## src/rtl/vga_sync_pipe.sv

```systemverilog
// Parametrised VGA timing generator with an output alignment pipeline.
// Stage 0 (req/addresses/pulses) is registered from the h/v counters. Sync and active flags
// then pass through PIPE_DEPTH stages and a final output register that also samples rgb_in,
// so sync, de and colour leave cycle-aligned.
module vga_sync_pipe #(
    parameter int unsigned H_SYNC     = 120,
    parameter int unsigned H_BACK     = 64,
    parameter int unsigned H_ACTIVE   = 800,
    parameter int unsigned H_FRONT    = 56,
    parameter int unsigned V_SYNC     = 6,
    parameter int unsigned V_BACK     = 23,
    parameter int unsigned V_ACTIVE   = 600,
    parameter int unsigned V_FRONT    = 37,
    parameter bit          HS_POL     = 1'b0,
    parameter bit          VS_POL     = 1'b0,
    parameter int unsigned PIPE_DEPTH = 2,
    parameter int unsigned RGB_W      = 1,
    parameter int unsigned AW         = 11
) (
    input  logic               clk,
    input  logic               rst,
    output logic               req,
    output logic [AW-1:0]      column_addr,
    output logic [AW-1:0]      row_addr,
    output logic               frame_start,
    output logic               line_start,
    input  logic [3*RGB_W-1:0] rgb_in,
    output logic               hsync_sig,
    output logic               vsync_sig,
    output logic               de,
    output logic [RGB_W-1:0]   red_sig,
    output logic [RGB_W-1:0]   green_sig,
    output logic [RGB_W-1:0]   blue_sig
);

    localparam int unsigned H_TOTAL   = H_SYNC + H_BACK + H_ACTIVE + H_FRONT;
    localparam int unsigned V_TOTAL   = V_SYNC + V_BACK + V_ACTIVE + V_FRONT;
    localparam int unsigned H_ACT_BEG = H_SYNC + H_BACK;
    localparam int unsigned H_ACT_END = H_ACT_BEG + H_ACTIVE;
    localparam int unsigned V_ACT_BEG = V_SYNC + V_BACK;
    localparam int unsigned V_ACT_END = V_ACT_BEG + V_ACTIVE;
    localparam longint unsigned CNT_SPAN = 64'd1 << AW;

    localparam logic [AW-1:0] H_LAST      = AW'(H_TOTAL - 1);
    localparam logic [AW-1:0] V_LAST      = AW'(V_TOTAL - 1);
    localparam logic [AW-1:0] H_SYNC_C    = AW'(H_SYNC);
    localparam logic [AW-1:0] V_SYNC_C    = AW'(V_SYNC);
    localparam logic [AW-1:0] H_ACT_BEG_C = AW'(H_ACT_BEG);
    localparam logic [AW-1:0] H_ACT_END_C = AW'(H_ACT_END);
    localparam logic [AW-1:0] V_ACT_BEG_C = AW'(V_ACT_BEG);
    localparam logic [AW-1:0] V_ACT_END_C = AW'(V_ACT_END);

    if (64'(H_TOTAL) >= CNT_SPAN) begin : g_h_total_too_big
        $error("vga_sync_pipe: H_TOTAL must be below 2**AW");
    end
    if (64'(V_TOTAL) >= CNT_SPAN) begin : g_v_total_too_big
        $error("vga_sync_pipe: V_TOTAL must be below 2**AW");
    end
    if (PIPE_DEPTH > 15) begin : g_pipe_depth_too_big
        $error("vga_sync_pipe: PIPE_DEPTH must be in 0..15");
    end

    logic [AW-1:0] h_cnt_q, h_cnt_d;
    logic [AW-1:0] v_cnt_q, v_cnt_d;
    logic          h_wrap;

    logic          h_act, v_act, act_d, hs_d, vs_d, fs_d, ls_d;
    logic [AW-1:0] col_d, row_d;
    logic [AW-1:0] col_q, row_q;
    logic          fs_q, ls_q;

    // Index 0 is the undelayed stage; index PIPE_DEPTH feeds the output register.
    logic [PIPE_DEPTH:0] hs_sr, vs_sr, de_sr;

    logic               hsync_q, vsync_q, de_q;
    logic [3*RGB_W-1:0] rgb_q;

    // Next-state of the free-running h/v counters.
    always_comb begin
        h_wrap  = (h_cnt_q == H_LAST);
        h_cnt_d = h_wrap ? '0 : h_cnt_q + AW'(1);
        v_cnt_d = v_cnt_q;
        if (h_wrap) begin
            v_cnt_d = (v_cnt_q == V_LAST) ? '0 : v_cnt_q + AW'(1);
        end
    end

    // Counter state; reset restarts the frame with no partial-line completion.
    always_ff @(posedge clk) begin
        if (rst) begin
            h_cnt_q <= '0;
            v_cnt_q <= '0;
        end else begin
            h_cnt_q <= h_cnt_d;
            v_cnt_q <= v_cnt_d;
        end
    end

    // Stage-0 decode of region, sync levels, addresses and start pulses.
    always_comb begin
        h_act = (h_cnt_q >= H_ACT_BEG_C) && (h_cnt_q < H_ACT_END_C);
        v_act = (v_cnt_q >= V_ACT_BEG_C) && (v_cnt_q < V_ACT_END_C);
        act_d = h_act && v_act;
        hs_d  = (h_cnt_q < H_SYNC_C) ? HS_POL : ~HS_POL;
        vs_d  = (v_cnt_q < V_SYNC_C) ? VS_POL : ~VS_POL;
        col_d = act_d ? (h_cnt_q - H_ACT_BEG_C) : '0;
        row_d = act_d ? (v_cnt_q - V_ACT_BEG_C) : '0;
        fs_d  = (h_cnt_q == '0) && (v_cnt_q == '0);
        ls_d  = (h_cnt_q == '0);
    end

    // Stage-0 address and pulse registers, changing on the same edge as req.
    always_ff @(posedge clk) begin
        if (rst) begin
            col_q <= '0;
            row_q <= '0;
            fs_q  <= 1'b0;
            ls_q  <= 1'b0;
        end else begin
            col_q <= col_d;
            row_q <= row_d;
            fs_q  <= fs_d;
            ls_q  <= ls_d;
        end
    end

    if (PIPE_DEPTH > 0) begin : g_pipe
        // Stage 0 plus PIPE_DEPTH delay stages, flushed to inactive levels on reset.
        always_ff @(posedge clk) begin
            if (rst) begin
                hs_sr <= {(PIPE_DEPTH + 1){~HS_POL}};
                vs_sr <= {(PIPE_DEPTH + 1){~VS_POL}};
                de_sr <= '0;
            end else begin
                hs_sr <= {hs_sr[PIPE_DEPTH-1:0], hs_d};
                vs_sr <= {vs_sr[PIPE_DEPTH-1:0], vs_d};
                de_sr <= {de_sr[PIPE_DEPTH-1:0], act_d};
            end
        end
    end else begin : g_no_pipe
        // Zero-depth case: only the stage-0 register exists.
        always_ff @(posedge clk) begin
            if (rst) begin
                hs_sr <= ~HS_POL;
                vs_sr <= ~VS_POL;
                de_sr <= 1'b0;
            end else begin
                hs_sr <= hs_d;
                vs_sr <= vs_d;
                de_sr <= act_d;
            end
        end
    end

    // Output register: aligned sync/de with rgb_in sampled alongside and blanked outside de.
    always_ff @(posedge clk) begin
        if (rst) begin
            hsync_q <= ~HS_POL;
            vsync_q <= ~VS_POL;
            de_q    <= 1'b0;
            rgb_q   <= '0;
        end else begin
            hsync_q <= hs_sr[PIPE_DEPTH];
            vsync_q <= vs_sr[PIPE_DEPTH];
            de_q    <= de_sr[PIPE_DEPTH];
            rgb_q   <= de_sr[PIPE_DEPTH] ? rgb_in : '0;
        end
    end

    assign req         = de_sr[0];
    assign column_addr = col_q;
    assign row_addr    = row_q;
    assign frame_start = fs_q;
    assign line_start  = ls_q;
    assign hsync_sig   = hsync_q;
    assign vsync_sig   = vsync_q;
    assign de          = de_q;
    assign red_sig     = rgb_q[3*RGB_W-1 -: RGB_W];
    assign green_sig   = rgb_q[2*RGB_W-1 -: RGB_W];
    assign blue_sig    = rgb_q[RGB_W-1:0];

endmodule

```

## config.mk

```make
export PLATFORM = sky130hd
export DESIGN_NAME = vga_sync_pipe
export DESIGN_NICKNAME = d
export VERILOG_FILES = /design/src/rtl/vga_sync_pipe.sv
export SDC_FILE = /design/constraint.sdc
export NUM_CORES = 1
export LEC_CHECK = 0
export ABC_CLOCK_PERIOD_IN_PS = 2000
export CAP_MARGIN = 10
export CORE_MARGIN = 5
export CORE_UTILIZATION = 35
export DETAILED_ROUTE_END_ITERATION = 16
export PLACE_DENSITY = 0.56
export SLEW_MARGIN = 20
export SYNTH_ARGS = -nofsm -noshare
export SYNTH_HDL_FRONTEND = slang
export SYNTH_SLANG_ARGS = --single-unit
```

## constraint.sdc

```tcl
create_clock -name clk -period 2 [get_ports clk]
set_input_delay 0.4 -clock clk [delete_from_list [all_inputs] [get_ports clk]]
set_output_delay 0.4 -clock clk [all_outputs]
set_load 0.05 [all_outputs]
```

==> flow_metrics.env, run 1 <==
export IMPL_outcome="complete, no violations"
export IMPL_drv_slew=0
export IMPL_final_cell_count_no_fill=432
export IMPL_crit_path_max_fanout=5
export IMPL_dp_hpwl_um=4222
export IMPL_hp_class="reg -> reg"
export IMPL_grt_use_total=0.1383
export IMPL_slew_headroom=0.6598
export IMPL_ctsLongestPathBuffers=2
export IMPL_grt_ovfl_total=0
export IMPL_critPathRequiredTime_ns=2.26
export IMPL_wirelength_um=5702
export IMPL_rsz0062_at_grt="no"
export IMPL_area_growth_pct=26.57
export IMPL_synthFlopType="dfxtp_1"
export IMPL_cts_htree_levels=3
export IMPL_syn_area_um2=2623
export IMPL_seq_area_frac_synth=0.4656
export IMPL_grt_max_degree=16
export IMPL_cts_resized=0
export IMPL_row_count=31
export IMPL_synthCells=277
export IMPL_critPathMaxStageDelay_ns=0.52
export IMPL_drc=0
export IMPL_worstSetupPathType="reg -> reg"
export IMPL_synth_top_area_frac=0.4656
export IMPL_portBuffers=35
export IMPL_n_fill_cell=763
export IMPL_peakVddDrop_mv=0.4637
export IMPL_finalCritPeriodShare=0.9631
export IMPL_clock_latency_ns=0.33
export IMPL_ys_warn_count=0
export IMPL_grt_pass1_vias=2004
export IMPL_antenna_found_initial=0
export IMPL_cts_root_buf="clkbuf_8"
export IMPL_timing_fmax_mhz=519.1
export IMPL_detail_route_iter0_violations=97
export IMPL_cellLeakagePower_nw=1.229
export IMPL_placed_cells=418
export IMPL_finalWeightedCongestion=0.8439
export IMPL_wl_per_cell_um=13.20
export IMPL_postCtsSetupRepairBufs=0
export IMPL_syn_area_per_cell_um2=9.468
export IMPL_power_density_nw_per_um2=698.8
export IMPL_ys_ff_latch=61
export IMPL_die_area_um2=9324
export IMPL_clock_sinks=61
export IMPL_first_pass_iters=4
export IMPL_setup_violations=0
export IMPL_crit_path_top_delay_cell="or4_4"
export IMPL_layout_commonest_cell="dfxtp_1"
export IMPL_pin_count=36
export IMPL_final_cell_mix="dfxtp_1 (60), clkdlybuf4s50_1 (35), buf_4 (30)"
export IMPL_via_per_inst=4.836
export IMPL_synthArstFlopShare=0
export IMPL_crit_arrival_ns=2.19
export IMPL_cp_start_kind="flop"
export IMPL_vias=2089
export IMPL_die_x_um=96.56
export IMPL_netlist_top_cell_by_area="dfxtp_1"
export IMPL_fin_crit_ns=1.926
export IMPL_start_util=0.3596
export IMPL_drive_above_1_share=0.1712
export IMPL_skew_ns=0.006255
export IMPL_clk_pin_slew_ns=0.06
export IMPL_hold_violations=0
export IMPL_tightest_slew_ns=0.5086
export IMPL_die_height_um=96.56
export IMPL_synth_edf_count=0
export IMPL_utilization=0.4552
export IMPL_hold_buffers=0
export IMPL_syn_nets=290
export IMPL_holdWs_ns=0.4066
export IMPL_fin_setup_tns_ns=0
export IMPL_grt_pass1_wl_um=9715
export IMPL_path_cells="or3_4 > or4_4 > or4_1 > a21oi_1"
export IMPL_cap_viol_max_count=0
export IMPL_diodes=0
export IMPL_tritoncts="done"
export IMPL_end_kind="flop"
export IMPL_numCtsBuffers=9
export IMPL_final_nets=343
export IMPL_synth_distinct_cells=44
export IMPL_ant_nets=0
export IMPL_synthTopCellsByArea="dfxtp_1 (47%), xnor2_1 (5.7%), nor3_1 (5.0%)"
export IMPL_core_area_um2=7292
==> cell usage after synthesis, types with 6 or more instances <==
cell type / instances
dfxtp_1: 61
nor2_1: 26
nor3_1: 26
xnor2_1: 17
nand3_1: 13
nand2_1: 12
a21oi_1: 11
inv_1: 9
xor2_1: 9
clkbuf_1: 8
ha_1: 8
nand4_1: 8
buf_6: 7
or2_2: 6
==> per-stage QoR <==
step | total power, mW | worst slack (ns) | area [um^2]
2_1_floorplan | 1.316 | 0.01930 | 2623
3_3_place_gp | 1.351 | 0.1170 | 3134
3_5_place_dp | 1.352 | 0.06418 | 3134
4_1_cts | 2.357 | 0.05330 | 3318
5_1_grt | 2.425 | 0.001990 | 3319
6_report | 2.320 | 0.07373 | 3319
==> flip-flops by register name, summed over array words and instances, names as in the netlist <==
| register | count |
|---|---|
| frame_start | 1 |
| vs_sr | 3 |
| hsync_sig | 1 |
| row_addr | 11 |
| vsync_sig | 1 |
| h_cnt_q | 11 |
| hs_sr | 3 |
| de_sr | 3 |
| rgb_q | 3 |
| v_cnt_q | 11 |
| line_start | 1 |
| de | 1 |
| column_addr | 11 |
==> kinds of logic after synthesis <==
family	synth area share
and+or+nand+nor	0.2576
DFF	0.4656
AOI/OAI and AO/OA	0.06727
adders and majority gates	0.03817
xor gates and xnor gates	0.08683
buffers and inverters	0.08444
==> worst max-delay path, delay by kind of cell, from the launching register on <==
| family | cells | cell delay, ns |
|---|---|---|
| compound gates | 1 | 0.13 |
| flops | 1 | 0.32 |
| simple gates | 3 | 1.42 |
==> where the power goes <==
| part | switching [mW] | internal [mW] |
|---|---|---|
| registers | 0.00629 | 1.23 |
| logic | 0.0490 | 0.0366 |
| clock network | 0.427 | 0.569 |
| total | 0.482 | 1.84 |
==> routing by layer <==
| metal | GRT usage | vias up | part of all wire |
|---|---|---|---|
| met5 | 0 | - | 0 |
| met4 | 0.05958 | 0 | 0.019 |
| met3 | 0.04338 | 8 | 0.057 |
| met2 | 0.2328 | 45 | 0.49 |
| met1 | 0.1614 | 977 | 0.44 |
| li1 | - | 1059 | - |
==> area by class of cell <==
class / count / area [um^2] / area share
Clock buffer: 13 / 178.9 / 0.05390
Clock inverter: 1 / 5.005 / 0.001508
Tap cell: 99 / 123.9 / 0.03732
Timing Repair Buffer: 65 / 575.6 / 0.1734
Sequential cell: 61 / 1222 / 0.3683
Inverter: 9 / 33.78 / 0.01018
Multi-Input combinational cell: 184 / 1180 / 0.3554
==> path summary, 6_finish.rpt <==
kind	from	end	slack (ns)	depth (start not counted)
min reg2reg	vs_sr[0]$_SDFF_PP1_	vs_sr[1]$_SDFF_PP1_	0.41	1
min	vs_sr[0]$_SDFF_PP1_	vs_sr[1]$_SDFF_PP1_	0.41	1
max	h_cnt_q[8]$_SDFF_PP0_	v_cnt_q[8]$_SDFFE_PP0P_	0.07	4
max reg2reg	h_cnt_q[8]$_SDFF_PP0_	v_cnt_q[8]$_SDFFE_PP0P_	0.07	4
No activity file was read; power rests on OpenSTA's default activity.
==> run 2: changes to the inputs <==
- ABC_AREA: default -> 1
- CORE_UTILIZATION: 35 -> 49
- PLACE_DENSITY: 0.56 -> 0.74
- SLEW_MARGIN: 20 -> default
==> run 2 against run 1 <==
  * First-iteration DRC count grew 80%
  * Flip-flop and latch count did not move
  * Routed wire length is 1.1% lower
  * Utilization up 18 points
  * Highest routed layer unchanged
  * Sequential power hardly changed
  * Critical endpoint is now column_addr[10]
  * Critical path type is now reg -> out
  * Final cell count grew 6.7%
  * Clock power down 4.8%
  * Largest cell class unchanged
==> flow_metrics.env, run 2 <==
export IMPL_outcome="complete, no violations"
export IMPL_wl_per_cell_um=12.24
export IMPL_vias=2238
export IMPL_numCtsBuffers=9
export IMPL_syn_area_um2=2658
export IMPL_tightest_slew_ns=0.5095
export IMPL_hold_violations=0
export IMPL_fin_crit_ns=1.891
export IMPL_pin_count=36
export IMPL_grt_pass1_vias=2145
export IMPL_drive_above_1_share=0.1535
export IMPL_setup_ws_ns=0.1090
export IMPL_end_kind="primary output"
export IMPL_holdPathStages=2
export IMPL_n_fill_cell=466
export IMPL_hold_path_endpoint="de_sr[2]$_SDFF_PP0_"
export IMPL_diodes=0
export IMPL_via_per_inst=4.855
export IMPL_r2r_start="h_cnt_q[0]$_SDFF_PP0_"
export IMPL_pre_cts_slack_ns=0.2059
export IMPL_clock_sinks=61
export IMPL_synth_distinct_cells=29
export IMPL_cap_viol_max_count=0
export IMPL_path_cells="clkdlybuf4s50_1"
export IMPL_synthArstFlopShare=0
export IMPL_antenna_found_initial=0
export IMPL_crit_path_max_fanout=1
export IMPL_peakVddDrop_mv=0.5483
export IMPL_multi_input_area_um2=1205
export IMPL_tritoncts="done"
export IMPL_netlist_top_cell_by_area="dfxtp_1"
export IMPL_postCtsSetupRepairBufs=0
export IMPL_rsz0062_at_grt="no"
export IMPL_crit_path_top_delay_cell="clkdlybuf4s50_1"
export IMPL_ctsLongestPathBuffers=2
export IMPL_crit_arrival_ns=1.49
export IMPL_hold_buffers=0
export IMPL_die_area_um2=6996
export IMPL_cp_start_kind="flop"
export IMPL_power_density_nw_per_um2=696.4
export IMPL_syn_area_per_cell_um2=7.771
export IMPL_cts_htree_levels=3
export IMPL_slew_headroom=0.6593
export IMPL_fin_setup_tns_ns=0
export IMPL_worstHoldStart="de_sr[1]$_SDFF_PP0_"
export IMPL_ys_ff_latch=61
export IMPL_seq_area_frac_synth=0.4595
export IMPL_row_count=26
export IMPL_portBuffers=35
export IMPL_first_pass_iters=4
export IMPL_setup_violations=0
export IMPL_detail_route_iter0_violations=175
export IMPL_drc=0
export IMPL_finalWeightedCongestion=0.9373
export IMPL_path_buf_inv=1
export IMPL_cellLeakagePower_nw=1.426
export IMPL_finalCritPeriodShare=0.9455
export IMPL_die_height_um=83.65
export IMPL_area_growth_pct=22.69
export IMPL_wirelength_um=5642
export IMPL_syn_nets=355
export IMPL_clock_latency_ns=0.34
export IMPL_critPathMaxStageDelay_ns=0.81
export IMPL_final_cell_mix="nand2_1 (68), dfxtp_1 (61), nor2_1 (46)"
export IMPL_grt_max_degree=18
export IMPL_cts_root_buf="clkbuf_8"
export IMPL_layout_commonest_cell="nand2_1"
export IMPL_ant_nets=0
export IMPL_synthTopCellsByArea="dfxtp_1 (46%), nand2_1 (9.6%), nor2_1 (6.5%)"
export IMPL_synthFlopType="dfxtp_1"
export IMPL_worstSetupPathType="reg -> out"
export IMPL_hp_class="reg -> reg"
export IMPL_dp_hpwl_um=4104
export IMPL_critPathRequiredTime_ns=1.60
export IMPL_synth_top_area_frac=0.4595
export IMPL_synthCells=342
export IMPL_regArea_um2=1221
export IMPL_clk_pin_slew_ns=0.07
export IMPL_worstRegToRegCells=8
export IMPL_grt_use_total=0.1741
export IMPL_r2r_slack_ns=0.29
export IMPL_core_area_um2=5172
export IMPL_yosysMostFrequentCell="nand2_1"
export IMPL_final_nets=399
export IMPL_r2r_end="v_cnt_q[4]$_SDFFE_PP0P_"
export IMPL_drv_slew=0
export IMPL_timing_fmax_mhz=528.8
export IMPL_die_x_um=83.65
export IMPL_grt_ovfl_total=0
export IMPL_synth_edf_count=0
export IMPL_start_util=0.5138
export IMPL_skew_ns=0.003916
export IMPL_cts_resized=0
export IMPL_grt_pass1_wl_um=9680
export IMPL_synth_top_cells_by_count="nand2_1 (68), dfxtp_1 (61), nor2_1 (46), inv_1 (41), nor2_2 (21)"
export IMPL_cp_top_family="buffers and inverters"
export IMPL_ys_warn_count=0
-- run 2: cell types whose count changed after synthesis, moves of 6 or more --
cell,delta
inv_1,+32
nor2_1,+20
nor2_2,+21
xnor2_1,-17
xor2_1,+6
nor3_1,-21
clkbuf_1,-7
nand2_1,+56
-- run 2: cell families (layout without fill, tap and decap cells) --
family          count (synthesis)  after routing  synth area share
compound gates                 22             22           0.04426
xor+xnor                       15             15           0.04944
fa+ha+maj                       8              8           0.03767
buf+inv                        52            101           0.08710
flops                          61             61            0.4595
simple gates                  184            184            0.3220
-- run 2: how the worst max path moves through the flow --
stage                                          start                      to  slack (ns)  depth (start not counted)
after floorplan                h_cnt_q[3]$_SDFF_PP0_  row_addr[0]$_SDFF_PP0_        0.57                          8
after detailed placement                         rst  row_addr[8]$_SDFF_PP0_        0.21                          7
after global placement                           rst  row_addr[8]$_SDFF_PP0_        0.29                          7
after CTS                 column_addr[10]$_SDFF_PP0_         column_addr[10]        0.08                          1
after global routing      column_addr[10]$_SDFF_PP0_         column_addr[10]        0.05                          1
final                     column_addr[10]$_SDFF_PP0_         column_addr[10]        0.11                          1
-- run 2: cell type report --
| type | count | area share |
|---|---|---|
| Sequential cell | 61 | 0.3745 |
| Multi-Input combinational cell | 229 | 0.3695 |
| Timing Repair Buffer | 40 | 0.1228 |
| Inverter | 45 | 0.05219 |
| Clock buffer | 9 | 0.03799 |
| Tap cell | 70 | 0.02686 |
| Clock inverter | 7 | 0.01612 |
-- run 2: power by group --
| group | internal, mW | leakage [nW] | switching [mW] |
|---|---|---|---|
| combinational | 0.0332 | 0.843 | 0.0517 |
| clock | 0.451 | 0.0891 | 0.497 |
| sequential | 1.23 | 0.494 | 0.00735 |
-- run 2: through the flow --
| step | instance area [um^2] | hold slack, ns | utilization | instances | power (mW) |
|---|---|---|---|---|---|
| after CTS | 3261 | 0.4095 | 0.6304 | 461 | 2.303 |
| after global placement | 3084 | 0.3912 | 0.5963 | 445 | 1.349 |
| after global routing | 3261 | 0.4260 | 0.6304 | 461 | 2.377 |
| after floorplan | 2658 | 0.3883 | - | 342 | 1.316 |
| after detailed placement | 3084 | 0.3928 | 0.5963 | 445 | 1.350 |
| final | 3261 | 0.4055 | 0.6304 | 461 | 2.271 |
-- run 2: metal layers --
metal,track usage,part of all wire,up-vias
met3,0.07009,0.074,11
met1,0.2102,0.46,1004
li1,-,-,1145
met5,0,0,-
met2,0.2719,0.44,78
met4,0.07749,0.021,0
==> run 3: changes to the inputs <==
- CTS_CLUSTER_DIAMETER: default -> 80
- SETUP_SLACK_MARGIN: default -> 0.15
==> run 3 against run 2 <==
  * Flip-flop and latch count stayed put
  * Fmax is 11% higher
  * Via count is 0.13% lower
  * Combinational power is 4.0% lower
  * Critical path type is now reg -> reg
  * Critical endpoint is now v_cnt_q[4]$_SDFFE_PP0P_
  * Largest power group unchanged
==> flow_metrics.env, run 3 (synthesized netlist as in run 2, its figures left out) <==
export IMPL_cp_startpoint="h_cnt_q[0]$_SDFF_PP0_"
export IMPL_die_area_um2=6996
export IMPL_dp_hpwl_um=4104
export IMPL_fin_crit_ns=1.699
export IMPL_wl_per_cell_um=12.21
export IMPL_rsz0062_at_grt="no"
export IMPL_p_clk_frac=0.419
export IMPL_ctsLongestPathBuffers=2
export IMPL_worstRegToRegCells=8
export IMPL_diodes=0
export IMPL_pwr_share_seq=0.545
export IMPL_swShare=0.2459
export IMPL_netSwitchingPower_mw=0.5580
export IMPL_critPathRequiredTime_ns=2.23
export IMPL_path_buf_inv=1
export IMPL_cts_root_buf="clkbuf_8"
export IMPL_final_cell_count_no_fill=461
export IMPL_final_nets=399
export IMPL_hp_class="reg -> reg"
export IMPL_placed_cells=445
export IMPL_detail_route_iter0_violations=156
export IMPL_place_area_um2=3084
export IMPL_area_growth_pct=21.42
export IMPL_drc=0
export IMPL_clock_sinks=61
export IMPL_design_area_um2=3227
export IMPL_fin_setup_tns_ns=0
export IMPL_cp_top_family="simple AND/OR/NAND/NOR gates"
export IMPL_start_util=0.5138
export IMPL_grt_use_total=0.1745
export IMPL_tritoncts="done"
export IMPL_finalCritPeriodShare=0.8493
export IMPL_crit_path_max_fanout=10
export IMPL_power_density_nw_per_um2=703.3
export IMPL_path_depth=8
export IMPL_layout_commonest_cell="nand2_1"
export IMPL_antenna_found_initial=0
export IMPL_clock_latency_ns=0.34
export IMPL_r2r_start="h_cnt_q[0]$_SDFF_PP0_"
export IMPL_core_area_um2=5172
export IMPL_cap_viol_max_count=0
export IMPL_drive_above_1_share=0.1535
export IMPL_postCtsSetupRepairBufs=0
export IMPL_drv_slew=0
export IMPL_portBuffers=35
export IMPL_ant_nets=0
export IMPL_outcome="complete, no violations"
export IMPL_grt_max_degree=18
export IMPL_peakVddDrop_mv=0.5439
export IMPL_end_kind="flop"
export IMPL_die_x_um=83.65
export IMPL_hold_buffers=0
export IMPL_holdPathStages=2
export IMPL_critPathMaxStageDelay_ns=0.37
export IMPL_wirelength_um=5631
export IMPL_worstHoldStart="de_sr[1]$_SDFF_PP0_"
export IMPL_utilization=0.6239
export IMPL_die_height_um=83.65
export IMPL_tightest_slew_ns=0.5029
export IMPL_path_cells="ha_1 > nand3_1 > nor2_4 > nand2_4 > nand2_2 > nand2_1 > inv_1 > nor2_1"
export IMPL_pwr_share_comb=0.036
export IMPL_hold_violations=0
export IMPL_grt_pass1_vias=2151
export IMPL_timing_fmax_mhz=588.7
export IMPL_clk_pin_slew_ns=0.07
export IMPL_regArea_um2=1221
export IMPL_crit_arrival_ns=1.93
export IMPL_final_cell_mix="nand2_1 (68), dfxtp_1 (61), nor2_1 (46)"
export IMPL_crit_path_top_delay_cell="dfxtp_1"
export IMPL_worstSetupPathType="reg -> reg"
export IMPL_first_pass_iters=4
export IMPL_setup_violations=0
export IMPL_grt_pass1_wl_um=9708
export IMPL_intPower_mw=1.711
export IMPL_cp_start_kind="flop"
export IMPL_row_count=26
export IMPL_via_per_inst=4.848
export IMPL_holdWs_ns=0.4053
export IMPL_multi_input_area_um2=1210
export IMPL_slew_headroom=0.6660
export IMPL_skew_ns=0.004254
export IMPL_cellLeakagePower_nw=1.561
export IMPL_numCtsBuffers=9
export IMPL_n_fill_cell=484
export IMPL_vias=2235
export IMPL_cts_htree_levels=3
export IMPL_pin_count=36
export IMPL_finalWeightedCongestion=0.9373
export IMPL_grt_ovfl_total=0
run 3: worst paths after layout:
| check | end | slack [ns] |
|---|---|---|
| max | v_cnt_q[4]$_SDFFE_PP0P_ | 0.30 |
| min | de_sr[2]$_SDFF_PP0_ | 0.41 |
| max reg2reg | v_cnt_q[4]$_SDFFE_PP0P_ | 0.30 |
| min reg2reg | de_sr[2]$_SDFF_PP0_ | 0.41 |
run 3: per-layer routing:
| layer | wire, um | global-route usage | share of wire | vias up |
|---|---|---|---|---|
| li1 | - | - | - | 1147 |
| met1 | 2589 | 0.2102 | 0.46 | 999 |
| met3 | 418 | 0.07206 | 0.074 | 11 |
| met5 | 0 | 0 | 0 | - |
| met2 | 2502 | 0.2719 | 0.44 | 78 |
| met4 | 121 | 0.07749 | 0.021 | 0 |
run 3: per-stage QoR:
stage	total power [mW]	setup WS, ns
5_1_grt	2.373	0.1669
4_1_cts	2.299	0.2783
6_report	2.269	0.3014
3_3_place_gp	1.349	0.2897
3_5_place_dp	1.350	0.2059
2_1_floorplan	1.316	0.5700
run 3: what timing repair did:
action / CTS / global route
gates resized for setup: 31 / 1
endpoints found under the setup margin: 31 / 3
gates cloned: 0 / 0
endpoints found under the hold margin: 0 / 0
run 3: power by group through the flow:
stage / clock (mW) / sequential (mW) / combinational [mW]
finish: 0.950 / 1.24 / 0.0815
detailed placement: 0 / 1.27 / 0.0846
floorplan: 0 / 1.28 / 0.0333
global placement: 0 / 1.27 / 0.0838
global route: 1.04 / 1.24 / 0.0895
CTS: 0.979 / 1.24 / 0.0821
run 3: tightest hold or removal path, delay by kind of cell (launching register included):
family | cells | cell delay, ns
flops | 1 | 0.30
simple gates | 1 | 0.03
buf+inv | 1 | 0.04
run 3: layout make-up:
cell class              instances  area share
multi-input cells             229      0.3750
clock inverters                 7     0.01629
well taps                      70     0.02714
inverters                      45     0.05273
clock buffers                   9     0.03839
flip-flops and latches         61      0.3784
repair buffers                 40      0.1121
